===== src/rtl/semafor_pkg.sv =====
// Shared types and timing defaults for the traffic-light sequencer.
// Timing constants are in whole seconds unless noted.
package semafor_pkg;

    typedef enum logic [1:0] {
        IDLE    = 2'd0,
        REQ     = 2'd1,
        SERVE   = 2'd2,
        LOCKOUT = 2'd3
    } state_t;

    localparam int CLK_HZ        = 12000;
    localparam int NRSTOP        = CLK_HZ;
    localparam int T_RED         = 10;
    localparam int T_GREEN       = 8;
    localparam int T_YELLOW      = 2;
    localparam int T_DELAY       = 1;
    localparam int DEF_LOCKOUT_S = 3;

    function automatic int secs_to_clk(int s);
        return s * NRSTOP;
    endfunction

    function automatic int cycle_s();
        return T_RED + T_GREEN + T_YELLOW + 2 * T_DELAY;
    endfunction

endpackage


===== src/rtl/ped_request_unit_if.sv =====
// Button, sequencer handshake and status bundle of the pedestrian unit.
// master is the unit itself, slave is whoever drives the inputs.
interface ped_request_unit_if #(
    parameter int CNT_W = 8
);
    logic             button_raw;
    logic             tick_1s;
    logic             cycle_busy;
    logic             button_clean;
    logic             press_pulse;
    logic             request;
    logic             pending;
    logic             req_timeout;
    logic [CNT_W-1:0] press_count;
    logic [1:0]       state_dbg;

    modport master (
        input  button_raw, tick_1s, cycle_busy,
        output button_clean, press_pulse, request,
        output pending, req_timeout, press_count, state_dbg
    );

    modport slave (
        output button_raw, tick_1s, cycle_busy,
        input  button_clean, press_pulse, request,
        input  pending, req_timeout, press_count, state_dbg
    );
endinterface


===== src/rtl/debounce_sync.sv =====
// Synchroniser, debounce counter and rising-edge detect for the button.
// button_clean only follows a level held for DEBOUNCE_CYCLES clocks.
module debounce_sync #(
    parameter int SYNC_STAGES     = 2,
    parameter int DEBOUNCE_CYCLES = 120
) (
    input  logic clk,
    input  logic rst,
    input  logic button_raw,
    output logic button_clean,
    output logic press_pulse
);
    localparam int DW = $clog2(DEBOUNCE_CYCLES);
    localparam logic [DW-1:0] DB_LAST = DW'(DEBOUNCE_CYCLES - 1);

    logic [SYNC_STAGES-1:0] sr;
    logic                   sync;
    logic                   clean;
    logic                   clean_d;
    logic [DW-1:0]          cnt;

    assign sync = sr[SYNC_STAGES-1];

    // Shift the asynchronous button into the clock domain.
    always_ff @(posedge clk or negedge rst) begin
        if (!rst) sr <= '0;
        else      sr <= {sr[SYNC_STAGES-2:0], button_raw};
    end

    // Count how long sync has disagreed with clean; flip clean when held long enough.
    always_ff @(posedge clk or negedge rst) begin
        if (!rst) begin
            cnt   <= '0;
            clean <= 1'b0;
        end else if (sync == clean) begin
            cnt   <= '0;
        end else if (cnt == DB_LAST) begin
            cnt   <= '0;
            clean <= ~clean;
        end else begin
            cnt   <= cnt + DW'(1);
        end
    end

    // Delayed copy of clean for the press edge detect.
    always_ff @(posedge clk or negedge rst) begin
        if (!rst) clean_d <= 1'b0;
        else      clean_d <= clean;
    end

    assign button_clean = clean;
    assign press_pulse  = clean & ~clean_d;
endmodule


===== src/rtl/ped_request_unit.sv =====
// Pedestrian request unit: debounced presses become a req/busy handshake
// with press latching during a cycle and a lockout gap between cycles.
module ped_request_unit
    import semafor_pkg::*;
#(
    parameter int SYNC_STAGES     = 2,
    parameter int DEBOUNCE_CYCLES = 120,
    parameter int LOCKOUT_S       = DEF_LOCKOUT_S,
    parameter int REQ_TIMEOUT_S   = 5,
    parameter int CNT_W           = 8
) (
    input logic                clk,
    input logic                rst,
    ped_request_unit_if.master bus
);
    localparam int TMAX = (LOCKOUT_S > REQ_TIMEOUT_S) ? LOCKOUT_S : REQ_TIMEOUT_S;
    localparam int TW   = (TMAX < 1) ? 1 : $clog2(TMAX + 1);
    localparam logic [TW-1:0] LOCK_N = TW'(LOCKOUT_S);
    localparam logic [TW-1:0] TOUT_N = TW'(REQ_TIMEOUT_S);

    state_t           state;
    state_t           nxt;
    logic             pend;
    logic             pend_nxt;
    logic             tout;
    logic             tout_nxt;
    logic [TW-1:0]    tcnt;
    logic [CNT_W-1:0] cnt;
    logic             clean;
    logic             pulse;
    logic             busy;
    logic             tick_en;

    assign busy = bus.cycle_busy;

    debounce_sync #(
        .SYNC_STAGES     (SYNC_STAGES),
        .DEBOUNCE_CYCLES (DEBOUNCE_CYCLES)
    ) u_db (
        .clk          (clk),
        .rst          (rst),
        .button_raw   (bus.button_raw),
        .button_clean (clean),
        .press_pulse  (pulse)
    );

    // State, pending latch and sticky timeout flag registers.
    always_ff @(posedge clk or negedge rst) begin
        if (!rst) begin
            state <= IDLE;
            pend  <= 1'b0;
            tout  <= 1'b0;
        end else begin
            state <= nxt;
            pend  <= pend_nxt;
            tout  <= tout_nxt;
        end
    end

    // Next state; busy always takes priority over timeout and lockout exit.
    always_comb begin
        nxt      = state;
        pend_nxt = pend;
        tout_nxt = tout;
        unique case (state)
            IDLE: begin
                if (pulse) pend_nxt = 1'b1;
                if (busy)       nxt = SERVE;
                else if (pulse) nxt = REQ;
            end
            REQ: begin
                if (busy) begin
                    nxt      = SERVE;
                    pend_nxt = 1'b0;
                end else if (tcnt == TOUT_N) begin
                    nxt      = IDLE;
                    pend_nxt = 1'b0;
                    tout_nxt = 1'b1;
                end
            end
            SERVE: begin
                if (pulse) pend_nxt = 1'b1;
                if (!busy) nxt = LOCKOUT;
            end
            LOCKOUT: begin
                if (pulse) pend_nxt = 1'b1;
                if (busy)                nxt = SERVE;
                else if (tcnt == LOCK_N) nxt = (pend | pulse) ? REQ : IDLE;
            end
            default: nxt = IDLE;
        endcase
    end

    assign tick_en = bus.tick_1s &&
                     (((state == REQ) && (tcnt != TOUT_N)) ||
                      ((state == LOCKOUT) && (tcnt != LOCK_N)));

    // Seconds counter, cleared on every state change and saturating at its limit.
    always_ff @(posedge clk or negedge rst) begin
        if (!rst)              tcnt <= '0;
        else if (nxt != state) tcnt <= '0;
        else if (tick_en)      tcnt <= tcnt + TW'(1);
    end

    // Count every debounced press, wrapping naturally.
    always_ff @(posedge clk or negedge rst) begin
        if (!rst)       cnt <= '0;
        else if (pulse) cnt <= cnt + CNT_W'(1);
    end

    assign bus.button_clean = clean;
    assign bus.press_pulse  = pulse;
    assign bus.request      = (state == REQ);
    assign bus.pending      = pend;
    assign bus.req_timeout  = tout;
    assign bus.press_count  = cnt;
    assign bus.state_dbg    = state;
endmodule

===== src/flat_wrapper.sv =====
// flat-port wrapper written by rule: the top's interface ports become plain ports
module ped_request_unit_flat import semafor_pkg::*;
#(
    parameter int SYNC_STAGES     = 2,
    parameter int DEBOUNCE_CYCLES = 120,
    parameter int LOCKOUT_S       = DEF_LOCKOUT_S,
    parameter int REQ_TIMEOUT_S   = 5,
    parameter int CNT_W           = 8
)
  (clk, rst, bus_button_raw, bus_tick_1s, bus_cycle_busy, bus_button_clean, bus_press_pulse, bus_request, bus_pending, bus_req_timeout, bus_press_count, bus_state_dbg);
  ped_request_unit_if #(.CNT_W(CNT_W)) bus_i ();
  input logic clk;
  input logic rst;
  input wire logic [$bits(bus_i.button_raw)-1:0] bus_button_raw;
  input wire logic [$bits(bus_i.tick_1s)-1:0] bus_tick_1s;
  input wire logic [$bits(bus_i.cycle_busy)-1:0] bus_cycle_busy;
  output wire logic [$bits(bus_i.button_clean)-1:0] bus_button_clean;
  output wire logic [$bits(bus_i.press_pulse)-1:0] bus_press_pulse;
  output wire logic [$bits(bus_i.request)-1:0] bus_request;
  output wire logic [$bits(bus_i.pending)-1:0] bus_pending;
  output wire logic [$bits(bus_i.req_timeout)-1:0] bus_req_timeout;
  output wire logic [$bits(bus_i.press_count)-1:0] bus_press_count;
  output wire logic [$bits(bus_i.state_dbg)-1:0] bus_state_dbg;
  assign bus_i.button_raw = bus_button_raw;
  assign bus_i.tick_1s = bus_tick_1s;
  assign bus_i.cycle_busy = bus_cycle_busy;
  assign bus_button_clean = bus_i.button_clean;
  assign bus_press_pulse = bus_i.press_pulse;
  assign bus_request = bus_i.request;
  assign bus_pending = bus_i.pending;
  assign bus_req_timeout = bus_i.req_timeout;
  assign bus_press_count = bus_i.press_count;
  assign bus_state_dbg = bus_i.state_dbg;
  ped_request_unit #(.SYNC_STAGES(SYNC_STAGES), .DEBOUNCE_CYCLES(DEBOUNCE_CYCLES), .LOCKOUT_S(LOCKOUT_S), .REQ_TIMEOUT_S(REQ_TIMEOUT_S), .CNT_W(CNT_W)) u_core (.clk(clk), .rst(rst), .bus(bus_i));
endmodule

===== config.mk =====
export PLATFORM = sky130hd
export DESIGN_NAME = ped_request_unit_flat
export DESIGN_NICKNAME = d
export VERILOG_FILES = /design/src/rtl/semafor_pkg.sv /design/src/rtl/ped_request_unit_if.sv /design/src/rtl/debounce_sync.sv /design/src/rtl/ped_request_unit.sv /design/src/flat_wrapper.sv
export SDC_FILE = /design/constraint.sdc
export NUM_CORES = 1
export LEC_CHECK = 0
export CAP_MARGIN = 5
export CORE_ASPECT_RATIO = 0.7
export CORE_MARGIN = 2
export CORE_UTILIZATION = 56
export DETAILED_ROUTE_END_ITERATION = 10
export HOLD_SLACK_MARGIN = 0.03
export PLACE_DENSITY_LB_ADDON = 0.08
export SLEW_MARGIN = 10
export SYNTH_ARGS = -nofsm -noshare
export SYNTH_HDL_FRONTEND = slang
export SYNTH_SLANG_ARGS = --single-unit

===== constraint.sdc =====
create_clock -name clk -period 2.1 [get_ports clk]
set_input_delay 0.315 -clock clk [delete_from_list [all_inputs] [get_ports clk]]
set_output_delay 0.315 -clock clk [all_outputs]
set_load 0.02 [all_outputs]

### Yosys cells after proc, flatten, opt, wreduce, memory -nomap -nowiden

Index checks and enable logic that the tools add are counted.

| word-level totals | value |
|---|---|
| bits in latches | 0 |
| word-level logic and storage cells | 57 |
| input port bits | 5 |
| ROM bits | 0 |
| memory bits (writable) | 0 |
| register bits | 26 |
| memories kept | 0 |
| output and inout port bits | 15 |

| cells by class | value |
|---|---|
| multiply operators | 0 |
| shift-type cells | 0 |
| eq/ne operators | 12 |
| bitwise logic cells | 6 |
| multiplexer cells | 17 |
| add/subtract/negate cells | 3 |
| divide/modulo/power cells | 0 |
| reduce and logical (&&, ||, !) cells | 10 |
| order comparisons | 0 |

Operator list:

| cell | count |
|---|---|
| two-way mux 2 bit | 7 |
| two-way mux 7 bit | 2 |
| adder 8 x 1 -> 8 bit (second input constant) | 1 |
| one-hot mux 2 bit (4 select lines) | 1 |
| adder 7 x 1 -> 7 bit (second input constant) | 1 |
| == test 7 bit (second input constant) | 1 |
| two-way mux 3 bit | 2 |
| != test 3 x 2 -> 1 bit (second input constant) | 2 |
| == test 2 bit (second input constant) | 2 |
| two-way mux 1 bit | 4 |
| inverter 1 bit | 4 |
| AND reduction 2 bit | 2 |
| adder 3 x 1 -> 3 bit (second input constant) | 1 |
| == test 3 x 2 -> 1 bit (second input constant) | 1 |
| == test 3 bit (second input constant) | 1 |
| logical AND 1 bit | 3 |
| != test 3 bit (second input constant) | 1 |
| AND reduction 3 bit | 1 |
| OR reduction 3 bit | 1 |
| == test 2 x 1 -> 1 bit (second input constant) | 1 |
| zero test 2 bit | 1 |
| != test 2 x 1 -> 1 bit (second input constant) | 1 |
| != test 2 bit | 1 |
| one-hot mux 1 bit (2 select lines) | 1 |
| 5 further kinds | 5 |

### Logic depth before layout (Yosys ltp)

Gate-level depths: netlist (run 1).

| logic depth | value |
|---|---|
| word-level depth | 9 |
| depth in mapped cells | 6 |
| gate-level depth less buffers | 6 |

### Modules after synthesis

From an unflattened synthesis (run 1), not the netlist that was laid out.

| second synthesis, totals | value |
|---|---|
| cells, all modules | 111 |
| area total of the unflattened synthesis | 1246.2 um2 |

By module, submodules not included:

| module | area an instance (um2) | instances | sequential area each (um2) | cells an instance |
|---|---|---|---|---|
| ped_request_unit | 802.0 | 1 | 375.4 | 74 |
| debounce_sync | 444.2 | 1 | 275.3 | 37 |

### Worst setup path after synthesis (run 1)

No wires, ideal clock.

| timing path | value |
|---|---|
| path kind | register to register |
| start | reg u_core.tcnt[0] |
| end | reg u_core.tcnt[1] |
| stages on the path, launching flop included | 7 |
| setup time | 73 ps |
| setup slack | 656 ps |
| data arrival time | 1370 ps |
| data required time | 2027 ps |
| buffers on the path | 0 |
| period minus slack after synthesis | 1444 ps |
| path through | dfrtp_1 ha_1 ha_1 nand2_1 o2111ai_2 or2_1 a21oi_2 |

| between the ends | value |
|---|---|
| word-level cells in the longest chain between the ends | 6 |
| elaborated cells on any way between the ends | 18 |
| those cells by class | 1 x add/sub; 5 x eq/ne; 7 x mux; 5 x reduce/logical |

RTL lines:

| what | RTL line | RTL |
|---|---|---|
| start, declared | ped_request_unit.sv:27 | `logic [TW-1:0] tcnt;` |
| start signal, assigned | ped_request_unit.sv:102 | `else if (tick_en) tcnt <= tcnt + TW'(1);` |
| == test 3 x 2 -> 1 bit / == test 3 bit (equally long branches) | ped_request_unit.sv:88, ped_request_unit.sv:75 |  |
| two-way mux 2 bit (on tied branches) | ped_request_unit.sv:88, ped_request_unit.sv:75 |  |
| two-way mux 2 bit (on tied branches) | ped_request_unit.sv:87, ped_request_unit.sv:72 |  |
| one-hot mux 2 bit (4 select lines) | ped_request_unit.sv:65 | `unique case (state)` |
| != test 2 bit | ped_request_unit.sv:101 | `else if (nxt != state) tcnt <= '0;` |
| two-way mux 3 bit / nonzero test 2 bit (equally long branches) | -- |  |

Parallel ways exist; a longest one is shown, timed or not. The select of a mux whose other input is x is not followed.
A chain may end at the register's enable or synchronous reset.

### Worst setup path in the final report (run 1)

| timing path | value |
|---|---|
| start | reg u_core.state[1] (netlist: u_core.bus.state_dbg[1]) |
| end | out bus_request |

| between the ends | value |
|---|---|
| word-level cells in the longest chain between the ends | 1 |

RTL lines:

| what | RTL line | RTL |
|---|---|---|
| start, declared | ped_request_unit.sv:21 | `state_t state;` |
| start signal, assigned | ped_request_unit.sv:54 | `state <= nxt;` |
| == test 2 x 1 -> 1 bit | ped_request_unit.sv:113 | `assign bus.request = (state == REQ);` |
| end, declared | flat_wrapper.sv:19 | `output wire logic [$bits(bus_i.request)-1:0] bus_request;` |

No other way between the ends.

==> results.sh, run 1 <==
export IMPL_hold_slack_ps=325
export IMPL_highest_layer="met4"
export IMPL_cts_resized=0
export IMPL_drc=0
export IMPL_synth_seq_cells=26
export IMPL_worst_path_buf_inv=1
export IMPL_relSlewSlack_pct=69.3
export IMPL_portBuffers=19
export IMPL_insertion_delay_ps=330
export IMPL_wl_met3_um=107
export IMPL_die_area_mm2=0.00263
export IMPL_setup_ws_ps=79.7
export IMPL_rrSetupSlack_ps=490
export IMPL_antenna_left=0
export IMPL_path_max_fanout=9
export IMPL_clkTransAtPathRegs_ps=150
export IMPL_synth_seq_area_share_pct=52.1
export IMPL_grt_pass1_vias=801
export IMPL_wl_per_cell_um=12.4
export IMPL_drive_gt1_share_pct=13.7
export IMPL_diodes=0
export IMPL_root_buffer="clkbuf_4"
export IMPL_multi_input_area_um2=582
export IMPL_core_mm2=0.00214
export IMPL_cts_htree_levels=1
export IMPL_critPathTopFamily="buffers and inverters"
export IMPL_power_density_mw_per_mm2=576
export IMPL_holdCritPathClass="in -> async"
export IMPL_criticalPathCategory="reg -> out"
export IMPL_synthesis_area_mm2=0.00125
export IMPL_dp_hpwl_um=1550
export IMPL_cts_buffer_depth=2
export IMPL_ff2ff_path_depth=6
export IMPL_track_usage_pct=18.1
export IMPL_ys_types=34
export IMPL_ioPinCount=20
export IMPL_startpoint_type="register"
export IMPL_power_mw=0.877
export IMPL_fillers=175
export IMPL_p_leak_nw=0.689
export IMPL_rsz0062_at_grt="false"
export IMPL_yosysWarnings=0
export IMPL_start_util_pct=58.4
export IMPL_ir_drop_uv=512
export IMPL_dp_slack_ps=427
export IMPL_skew_ps=19.7
export IMPL_worstReg2RegEnd="u_core.tcnt[2]"
export IMPL_rows=14
export IMPL_critPathSlowestCell="clkdlybuf4s50_1"
export IMPL_setup_violations_final=0
export IMPL_worst_pin_slew_ps=456
export IMPL_syn_nets=117
export IMPL_vias=836
export IMPL_maxSlewViolCount=0
export IMPL_grt_pass1_wl_um=3390
export IMPL_final_net_count=142
export IMPL_holdBufCountCts=0
export IMPL_avgSynthCellArea_um2=11.7
export IMPL_viasPerCell=5.13
export IMPL_final_cell_area_mm2=0.00152
export IMPL_globalplace_congestion=0.801
export IMPL_drtIter0Drc=30
export IMPL_fmax_ghz=0.495
export IMPL_dp_cells=159
export IMPL_wl_um=2020
export IMPL_tns_ps=0
export IMPL_crit_path_cell_trace="and2b_4 > clkdlybuf4s50_1"
export IMPL_layoutNonFillerInstCount=163
export IMPL_maxCapViolations=0
export IMPL_fin_util_pct=71.3
export IMPL_numCtsBuffers=3
export IMPL_first_pass_iters=4
export IMPL_fin_crit_ps=2020
export IMPL_placed_area_mm2=0.00149
export IMPL_post_route_period_util_pct=96.2
export IMPL_crit_path_end_kind="output pin"
export IMPL_die_w_um=60.4
export IMPL_antenna_found_initial=0
export IMPL_max_stage_delay_ps=600
export IMPL_cp_required_ps=1780
export IMPL_die_y_um=43.5
export IMPL_syn_inst=107
export IMPL_hold_viol=0
export IMPL_grt_overflow=0
export IMPL_status="finished, final reports clean"
export IMPL_worstPathArrival_ps=1710
export IMPL_postCtsSetupRepairBufs=0
export IMPL_clkSinkCount=26
export IMPL_grt_max_degree=27
export IMPL_worstReg2RegStart="u_core.tcnt[0]"
export IMPL_wl_met1_um=941
export IMPL_cts_tree="built"
export IMPL_synthToLayoutAreaGrowth_pct=22.0
export IMPL_regArea_um2=652
export IMPL_routed_wl_met2_um=934
==> per-layer routing <==
layer | up-vias | GRT usage, %
li1 | 410 | -
met1 | 400 | 22.7
met2 | 20 | 28.9
met3 | 6 | 6.87
met4 | 0 | 6.52
met5 | - | 0
==> cells in the final DEF (no fill, tap or decap), types with 2 or more instances in the layout <==
cell,count
nand3_1,6
a21oi_2,2
ha_1,5
nor2_1,10
or2_1,2
dfrtp_1,25
clkbuf_4,3
and3_1,3
xor2_1,6
xnor2_1,8
nand2b_1,3
clkdlybuf4s50_1,19
inv_1,2
nand2_1,12
==> synth_stat cells, drive strengths merged <==
cell type	number	area (µm²)
dfrtp	26	651
nand2	12	45.0
nor2	11	43.8
xnor2	8	70.1
nand3	7	40.0
xor2	6	52.6
ha	5	62.6
nand2b	4	32.5
a21oi	3	22.5
and3	3	18.8
inv	3	16.3
or2	2	12.5
a211oi	1	7.51
a21o	1	7.51
a22oi	1	21.3
and2	1	6.26
and2b	1	10.0
mux2	1	11.3
nand3b	1	7.51
nand4	1	6.26
nand4b	1	23.8
nor3	1	5.00
nor3b	1	7.51
nor4b	1	23.8
o2111ai	1	15.0
o21ai	1	5.00
o21bai	1	7.51
o2bb2ai	1	8.76
or2b	1	7.51
==> registers in the layout, summed over array words and instances (netlist names) <==
register / cells
u_core.bus.pending: 1
u_core.bus.press_count: 8
u_core.bus.req_timeout: 1
u_core.bus.state_dbg: 2
u_core.tcnt: 3
u_core.u_db.button_clean: 1
u_core.u_db.clean_d: 1
u_core.u_db.cnt: 7
u_core.u_db.sr: 2
==> logic make-up (layout without fill, tap and decap cells) <==
group / after synthesis / count (layout) / share of synthesized area (%)
buffers and inverters: 3 / 27 / 1.30
AOI/OAI and AO/OA: 10 / 10 / 7.62
and+or+nand+nor: 48 / 48 / 23.2
adders and majority gates: 5 / 5 / 5.01
muxes: 1 / 1 / 0.902
xor gates and xnor gates: 14 / 14 / 9.82
DFF: 26 / 26 / 52.1
==> area by class of cell <==
| class | count | area share, % |
|---|---|---|
| Tap cell | 32 | 2.63 |
| Inverter | 3 | 1.07 |
| Clock buffer | 4 | 2.38 |
| Timing Repair Buffer | 20 | 13.0 |
| Multi-Input combinational cell | 78 | 38.2 |
| Sequential cell | 26 | 42.8 |
==> worst max path at each step <==
stage,endpoint,slack (ps),cells past startpoint,from
3_3_place_gp,bus_request,440,2,u_core.bus.state_dbg[1]
4_1_cts,bus_request,40,2,u_core.bus.state_dbg[1]
2_1_floorplan,u_core.tcnt[1],660,6,u_core.tcnt[0]
6_report,bus_request,80,2,u_core.bus.state_dbg[1]
5_1_grt,bus_press_pulse,5,3,u_core.u_db.button_clean
3_5_place_dp,bus_request,430,2,u_core.bus.state_dbg[1]
==> power breakdown <==
group	internal, mW	switching [mW]	total (mW)
Combinational	0.0421	0.0450	0.0871
Clock	0.106	0.149	0.255
Sequential	0.517	0.0176	0.535
==> worst register-to-register path: stages (launching register included) <==
cell,delay (ps)
dfrtp_1,430
ha_1,210
ha_1,220
nand2_1,90
o2111ai_2,200
or2_1,280
a21oi_2,110
Power figures use the tool's default switching activity.
==> run 2, diff against run 1 <==
--- a/config.mk
+++ b/config.mk
@@ -9,6 +9,7 @@
 export CORE_ASPECT_RATIO = 0.7
 export CORE_MARGIN = 2
 export CORE_UTILIZATION = 56
+export CTS_CLUSTER_DIAMETER = 150
 export DETAILED_ROUTE_END_ITERATION = 10
 export HOLD_SLACK_MARGIN = 0.03
 export PLACE_DENSITY_LB_ADDON = 0.08
==> results of run 2 <==
No change in the layout: final DEF, timing and power equal those of run 1.
